`src/rtl/set_cov_pkg.sv`:
```
// rtl/set_cov_pkg.sv - shared types, defaults and helpers for the set coverage collector
package set_cov_pkg;

  localparam int DEF_WIDTH = 8;
  localparam int DEF_DEPTH = 8;
  localparam int DEF_CW    = 16;

  typedef enum logic [1:0] {
    IDLE  = 2'd0,
    RUN   = 2'd1,
    FLUSH = 2'd2
  } state_t;

  // Increment that parks at lim instead of wrapping; callers zero-extend to 32 bits.
  function automatic logic [31:0] sat_inc(input logic [31:0] v, input logic [31:0] lim);
    return (v >= lim) ? v : v + 32'd1;
  endfunction

endpackage

```
`src/rtl/set_match_stage.sv`:
```
// rtl/set_match_stage.sv - first pipeline stage: parallel table compare and registered match vector
module set_match_stage
  import set_cov_pkg::*;
#(
  parameter int WIDTH = DEF_WIDTH,
  parameter int DEPTH = DEF_DEPTH
) (
  input  logic                         clk,
  input  logic                         rst_n,
  input  logic                         in_valid,
  input  logic [WIDTH-1:0]             in_value,
  input  logic [DEPTH-1:0][WIDTH-1:0]  tbl,
  input  logic [DEPTH-1:0]             entry_valid,
  output logic                         s1_valid,
  output logic [DEPTH-1:0]             match_vec
);

  logic [DEPTH-1:0] match_raw;

  // One comparator per entry; unloaded entries never match.
  always_comb begin
    match_raw = '0;
    for (int i = 0; i < DEPTH; i++) begin
      match_raw[i] = entry_valid[i] && (tbl[i] == in_value);
    end
  end

  // Stage register; a reset drops whatever sample was in flight.
  always_ff @(posedge clk) begin
    if (!rst_n) begin
      s1_valid  <= 1'b0;
      match_vec <= '0;
    end else begin
      s1_valid  <= in_valid;
      match_vec <= in_valid ? match_raw : '0;
    end
  end

endmodule

```
`src/rtl/set_coverage_collector.sv`:
```
// rtl/set_coverage_collector.sv - programmable set table with pipelined membership coverage
module set_coverage_collector
  import set_cov_pkg::*;
#(
  parameter int WIDTH = DEF_WIDTH,
  parameter int DEPTH = DEF_DEPTH,
  parameter int CW    = DEF_CW
) (
  input  logic                     clk,
  input  logic                     rst_n,
  input  logic                     cfg_we,
  input  logic [$clog2(DEPTH)-1:0] cfg_addr,
  input  logic [WIDTH-1:0]         cfg_data,
  input  logic                     cfg_clr,
  input  logic                     start,
  input  logic                     stop,
  input  logic                     smp_valid,
  output logic                     smp_ready,
  input  logic [WIDTH-1:0]         smp_value,
  output logic [CW-1:0]            hit_count,
  output logic [CW-1:0]            miss_count,
  output logic [DEPTH-1:0]         hit_map,
  output logic [DEPTH-1:0]         entry_valid,
  output logic                     covered_all,
  output logic                     busy,
  output logic                     done
);

  localparam logic [CW-1:0] CNT_MAX = '1;

  state_t                       state, state_n;
  logic [DEPTH-1:0][WIDTH-1:0]  tbl;
  logic [DEPTH-1:0]             entry_valid_n;
  logic                         s1_valid;
  logic [DEPTH-1:0]             match_vec;
  logic                         accept;

  assign smp_ready   = (state == RUN);
  assign busy        = (state != IDLE);
  assign accept      = smp_valid && smp_ready;
  assign covered_all = ((hit_map & entry_valid) == entry_valid) && (|entry_valid);

  set_match_stage #(.WIDTH(WIDTH), .DEPTH(DEPTH)) u_match (
    .clk         (clk),
    .rst_n       (rst_n),
    .in_valid    (accept),
    .in_value    (smp_value),
    .tbl         (tbl),
    .entry_valid (entry_valid),
    .s1_valid    (s1_valid),
    .match_vec   (match_vec)
  );

  // Next-state, done pulse and table-valid update (clear first, then write).
  always_comb begin
    state_n       = state;
    done          = 1'b0;
    entry_valid_n = entry_valid;
    if (cfg_clr) entry_valid_n = '0;
    if (cfg_we)  entry_valid_n[cfg_addr] = 1'b1;
    case (state)
      IDLE:    if (start) state_n = RUN;
      RUN:     if (stop)  state_n = FLUSH;
      FLUSH: begin
        if (!s1_valid) begin
          state_n = IDLE;
          done    = 1'b1;
        end
      end
      default: state_n = IDLE;
    endcase
  end

  // Table storage needs no reset: stale entries are masked by entry_valid.
  always_ff @(posedge clk) begin
    if (state == IDLE && cfg_we) tbl[cfg_addr] <= cfg_data;
  end

  // State, table-valid bits and second-stage accumulators.
  always_ff @(posedge clk) begin
    if (!rst_n) begin
      state       <= IDLE;
      entry_valid <= '0;
      hit_count   <= '0;
      miss_count  <= '0;
      hit_map     <= '0;
    end else begin
      state <= state_n;
      if (state == IDLE) entry_valid <= entry_valid_n;
      if (state == IDLE && start) begin
        hit_count  <= '0;
        miss_count <= '0;
        hit_map    <= '0;
      end else if (s1_valid) begin
        if (|match_vec) hit_count  <= CW'(sat_inc(32'(hit_count), 32'(CNT_MAX)));
        else            miss_count <= CW'(sat_inc(32'(miss_count), 32'(CNT_MAX)));
        hit_map <= hit_map | match_vec;
      end
    end
  end

endmodule

```
`config.mk`:
```
export PLATFORM = sky130hd
export DESIGN_NAME = set_coverage_collector
export DESIGN_NICKNAME = d
export VERILOG_FILES = /design/src/rtl/set_cov_pkg.sv /design/src/rtl/set_match_stage.sv /design/src/rtl/set_coverage_collector.sv
export SDC_FILE = /design/constraint.sdc
export NUM_CORES = 1
export LEC_CHECK = 0
export ABC_AREA = 1
export BUFFER_PORTS_ARGS = -buffer_cell sky130_fd_sc_hd__buf_2
export CORE_ASPECT_RATIO = 0.5
export CORE_MARGIN = 2
export CORE_UTILIZATION = 50
export CTS_BUF_LIST = sky130_fd_sc_hd__clkbuf_4 sky130_fd_sc_hd__clkbuf_8 sky130_fd_sc_hd__clkbuf_16
export CTS_CLUSTER_DIAMETER = 100
export CTS_CLUSTER_SIZE = 24
export DETAILED_ROUTE_END_ITERATION = 10
export PLACE_DENSITY = 0.71
export SYNTH_ARGS = -nofsm -noshare
export SYNTH_HDL_FRONTEND = slang
export SYNTH_SLANG_ARGS = --single-unit
export TNS_END_PERCENT = 10
```
`constraint.sdc`:
```
create_clock -name clk -period 2.6 [get_ports clk]
set_clock_uncertainty 0.2 [all_clocks]
set_input_delay 0.26 -clock clk [delete_from_list [all_inputs] [get_ports clk]]
set_output_delay 0.26 -clock clk [all_outputs]
set_load 0.01 [all_outputs]
```
; Yosys cells after proc, flatten, opt, wreduce, memory -nomap -nowiden
; Cells that the tools add are included.
[op_classes]
addsub = 2
order_cmp = 4
eq_ne = 14
mux = 13
n_bitwise = 7
reduce_logical = 22
[op_table]
columns = operator, count
row1 = 8-bit == test, 9
row2 = 64-bit bitwise mux, 1
row3 = "16-bit by 1-bit adder with 16-bit output, second input constant", 2
row4 = "16-bit >= comparator, second input constant", 2
row5 = 8-bit demux with 3-bit select, 1
row6 = 8-bit two-way mux, 3
row7 = 8-bit OR, 2
row8 = 8-bit OR reduction, 2
row9 = 1-bit logical AND, 13
row10 = 3-bit AND reduction, 3
row11 = 8-bit bitwise AND, 1
row12 = 2-bit two-way mux, 3
row13 = "2-bit != test, second input constant", 3
row14 = 2-bit one-hot mux with 3 select lines, 1
row15 = "3-bit by 4-bit less-than comparator with 1-bit output, second input constant", 1
row16 = 1-bit NOT, 4
row17 = 1-bit demux with 3-bit select, 1
row18 = "3-bit by 1-bit >= comparator with 1-bit output, second input constant", 1
row19 = 1-bit two-way mux, 3
row20 = "2-bit by 1-bit == test with 1-bit output, second input constant", 1
row21 = "2-bit == test, second input constant", 1
row22 = 2-bit logical NOT, 1
row23 = 2-bit AND reduction, 1
row24 = 2-bit nonzero test, 1
row25 = 2-bit OR reduction, 1
[word_totals]
reg_bits = 123
inputBits = 26
output_inout_bits = 52

; Depth between registers and ports, before layout
[logic_depth]
depth_word = 6
depth_mapped = 10
ltp_nobuf = 10

; Hierarchy
; Synthesis repeated with hierarchy kept, for this count alone.
[unflattened]
hier_cells = 808
area_unflattened_um2 = 6232.2
[modules_own_cells]
columns = module, instances, cells_per_inst, area_each_um2, seq_area_each_um2
row1 = set_coverage_collector, 1, 507, 4780.8, 2922.8
row2 = set_match_stage, 1, 301, 1451.4, 180.2

; Worst setup path before layout
; No wires, ideal clock.
[synth_timing]
path_kind = reg2reg
from = register miss_count[0]
to = register miss_count[9]
setup_time_ns = 0.115
arrival_ns = 1.404
required_time_ns = 2.285
path_slack_ns = 0.881
stages_incl_launch_ff = 10
cell_sequence = dfxtp_1 -> ha_1 -> nand2_1 -> nor2_1 -> nand2_2 -> nor2_4 -> nor2_4 -> buf_6 -> a21oi_1 -> nor2_1
[synth_via]
elab_chain_len = 3
word_cells_on_any_way = 4
cone_classes = 1 x add/sub / 1 x order compare / 1 x bitwise / 1 x reduce/logical
[synth_lines]
columns = element, line_no
row1 = start: declaration, set_coverage_collector.sv:21  ; output logic [CW-1:0] miss_count,
row2 = start signal: assignment, set_coverage_collector.sv:96  ; else miss_count <= CW'(sat_inc(32'(miss_count), 32'(CNT_MAX)));
row3 = 16-bit >= comparator, set_cov_pkg.sv:16  ; return (v >= lim) ? v : v + 32'd1;
row4 = 1-bit NOT (no line), --
row5 = 3-bit AND reduction (no line), --
; Parallel ways exist; a longest one is shown, timed or not.
; A chain may end at the register's enable or synchronous reset.

; Worst setup path in the final report
[layout_timing]
from = register entry_valid[1]
to = output covered_all
[layout_via]
elab_chain_len = 3
word_cells_on_any_way = 4
cone_classes = 1 x eq/ne / 1 x bitwise / 2 x reduce/logical
[layout_lines]
columns = element, line_no
row1 = start: declaration, set_coverage_collector.sv:23  ; output logic [DEPTH-1:0] entry_valid,
row2 = start signal: assignment, set_coverage_collector.sv:89  ; if (state == IDLE) entry_valid <= entry_valid_n;
row3 = 8-bit bitwise AND, set_coverage_collector.sv:41  ; assign covered_all = ((hit_map & entry_valid) == entry_valid) && (|entry_valid);
row4 = 8-bit == test, set_coverage_collector.sv:41
row5 = 1-bit logical AND (*), set_coverage_collector.sv:41
row6 = end: declaration, set_coverage_collector.sv:24  ; output logic covered_all,
; Every way passes the cells marked *; elsewhere a longest branch is shown, timed or not.

==> results_dict.tcl <==
set metrics [dict create \
    run_status "complete, no violations" \
    detailed_place.area_sq_mm 0.00620 \
    post-synth-top-count-cell "nand2_1" \
    cellPowerDensity_mw_per_mm2 673 \
    initial_standard_cell_utilization_of_the_core_pct 51.6 \
    first_global_vias 4543 \
    wire_per_inst_microns 15.8 \
    final_area_sq_mm 0.00684 \
    fin_crit_ns 2.09 \
    post_synthesis_cell_type_with_the_largest_combined_area "edfxtp_1" \
    layout_setup_ws_ns 0.513 \
    floorplan.die_area_sq_mm 0.0124 \
    routed_via_density 5.23 \
    worstSetupPathType "reg2out" \
    utilization_pct 61.7 \
    place.gp.congestion 0.858 \
    htree_num_levels 4 \
    peakVddDrop_mv 0.422 \
    detail-route-antenna-nets 0 \
    detailed_place_hpwl_mm 9.75 \
    synthCells 673 \
    final-max-slew-violation-count 0 \
    startpoint_type "flip-flop" \
    grt_use_total_pct 24.6 \
    antennaDiodeCount 0 \
    detail_route.drc_violations 0 \
    maxClockFrequency_ghz 0.479 \
    critical_path.max_fanout 3 \
    synth.avg_cell_area_sq_um 8.50 \
    grt_setup_unrepaired "false" \
    synth_area_leaders "edfxtp_1 (34%), dfxtp_1 (21%), nand2_1 (9.3%)" \
    endpoint_kind "primary output" \
    iteration_count_of_the_initial_detailed_routing_pass 5 \
    tightest_slew_ns 0.778 \
    syn_nets 701 \
    min_period_over_period_pct 80.3 \
    die_w_microns 155 \
    drive_gt1_share_pct 17.3 \
    grt_antenna_before_repair 0 \
    synth.ff_latch_count 123 \
    clk_transition_reported_paths_ns 0.06 \
    place_ws_ns 0.244 \
    timing.setup.tns_ns 0 \
    numPortBuffers 77 \
    insertion_delay_ns 0.41 \
    remaining_max_slew_budget_at_the_tightest_pin_pct 48.1 \
    flow.area_growth_from_synthesis_pct 19.6 \
    cts_root_buffer "clkbuf_16" \
    num_rows 27 \
    grt_start_max_net_pins 24 \
    global_route.overflow_total 0 \
    cts.sinks 123 \
    floorplan.die.height_microns 79.6 \
    design.portCount 78 \
    final_setup_violation_count 0 \
    maxCapViolCount 0 \
    netlist_area_sq_mm 0.00572 \
    synth.top_cells.by_count "nand2_1 (141), nor2_1 (106), inv_1 (82)" \
    wire_length_of_the_first_global_routing_pass_mm 22.8 \
    leakage_power_of_the_design_nw 2.83 \
    cts_tree "yes" \
    worst-endpoint-required_ns 2.14 \
    route.vias.total 4819 \
    drt-total-wl_mm 14.6 \
    ys.warnings.count 0 \
    number_of_buffers_between_clock_root_and_the_deepest_sink 2 \
    ys_types 34 \
    synth_async_sr_flop_share_pct 0 \
    critical_path_arrival_ns 1.63 \
    inserted_clock_buffers 17 \
    post-synth-top-area-fraction_pct 33.6 \
    synth_seq_area_share_pct 54.3 \
    nNetsFinal 791 \
    worstHoldPathType "in2reg" \
    drt-initial-drc-count 367 \
    finalHoldViolCount 0 \
    synth_ff_type "edfxtp_1" \
    total_power_w 0.00460 \
    placeableCoreArea_sq_mm 0.0111 \
    synth-edff-count 64 \
]
## kinds of logic after synthesis
family,after synthesis,synth area share [%]
adders and majority gates,2,0.438
xor gates and xnor gates,32,4.90
DFF,123,54.3
AOI/OAI and AO/OA,66,6.52
buffers and inverters,103,7.55
and+or+nand+nor,347,26.3
## where the power goes
| group | switching, W | leakage [nW] | internal, W |
|---|---|---|---|
| logic | 0.000162 | 1.49 | 0.0000797 |
| registers | 0.0000143 | 1.06 | 0.00207 |
| clock network | 0.000831 | 0.284 | 0.00145 |
## worst max-delay path, cell delays in order (launching register included)
cell and delay, ns:
dfxtp_1 0.35, inv_1 0.16, o22ai_1 0.10, a21oi_1 0.14, o21ai_0 0.12, nor3_1 0.17
buf_2 0.17
## cell type report
| type | count | area [sq um] |
|---|---|---|
| clock buffers | 22 | 463 |
| clock inverters | 10 | 104 |
| fillers | 971 | 4240 |
| inverters | 87 | 327 |
| multi-input cells | 447 | 2190 |
| flip-flops and latches | 123 | 3100 |
| well taps | 145 | 181 |
| repair buffers | 87 | 478 |
## sequential cells by signal (all words and copies together) (netlist names)
register,count
entry_valid,8
u_match.match_vec,8
hit_count,16
miss_count,16
state,2
u_match.s1_valid,1
tbl,64
hit_map,8
## timing repair
item,in CTS,in global routing
setup endpoints to repair,0,12
setup buffers,0,0
resized for setup,0,1
hold buffers,7,0
hold endpoints to repair,20,0
## placed cells by master (no fill, tap or decap), drive strengths merged
cell	count
nor2	114
o22ai	4
dlygate4sd3	7
nor4	5
a21oi	37
o221ai	1
o21ai	14
nor3	7
a211oi	2
bufinv	2
buf	80
nand2	145
nand3	64
clkinv	9
nand4	4
clkinvlp	1
dfxtp	59
clkbuf	22
inv	85
nand3b	5
edfxtp	64
a22o	2
o211ai	4
o41ai	1
ha	2
or2	3
xor2	9
xnor2	23
o2111ai	1
## path summary, 6_finish.rpt
check	startpoint	to	slack [ns]	cells after the start
min	cfg_data[3]	tbl[3]$_DFFE_PP_	0.008	1
max reg2reg	state[0]$_SDFFE_PN0P_	u_match.match_vec[0]$_SDFF_PN0_	0.54	6
min reg2reg	u_match.match_vec[4]$_SDFF_PN0_	hit_map[4]$_SDFFE_PP0P_	0.31	2
max	entry_valid[1]$_SDFFE_PN0N_	covered_all	0.51	6
## per-stage QoR
stage | cells | hold WS [ns]
global route | 921 | 0.00334
global placement | 882 | 0.283
finish | 921 | 0.00815
CTS | 921 | 0.000165
floorplan | 673 | 0.159
detailed placement | 882 | 0.300
## routing by layer
| metal | routed length, microns | up-vias | global-route usage, % |
|---|---|---|---|
| li1 | - | 2372 | - |
| met1 | 6380 | 2253 | 30.4 |
| met2 | 6920 | 161 | 42.0 |
| met3 | 911 | 33 | 6.19 |
| met4 | 361 | 0 | 9.82 |
| met5 | 0 | - | 0 |
No activity file was read; power rests on OpenSTA's default activity.
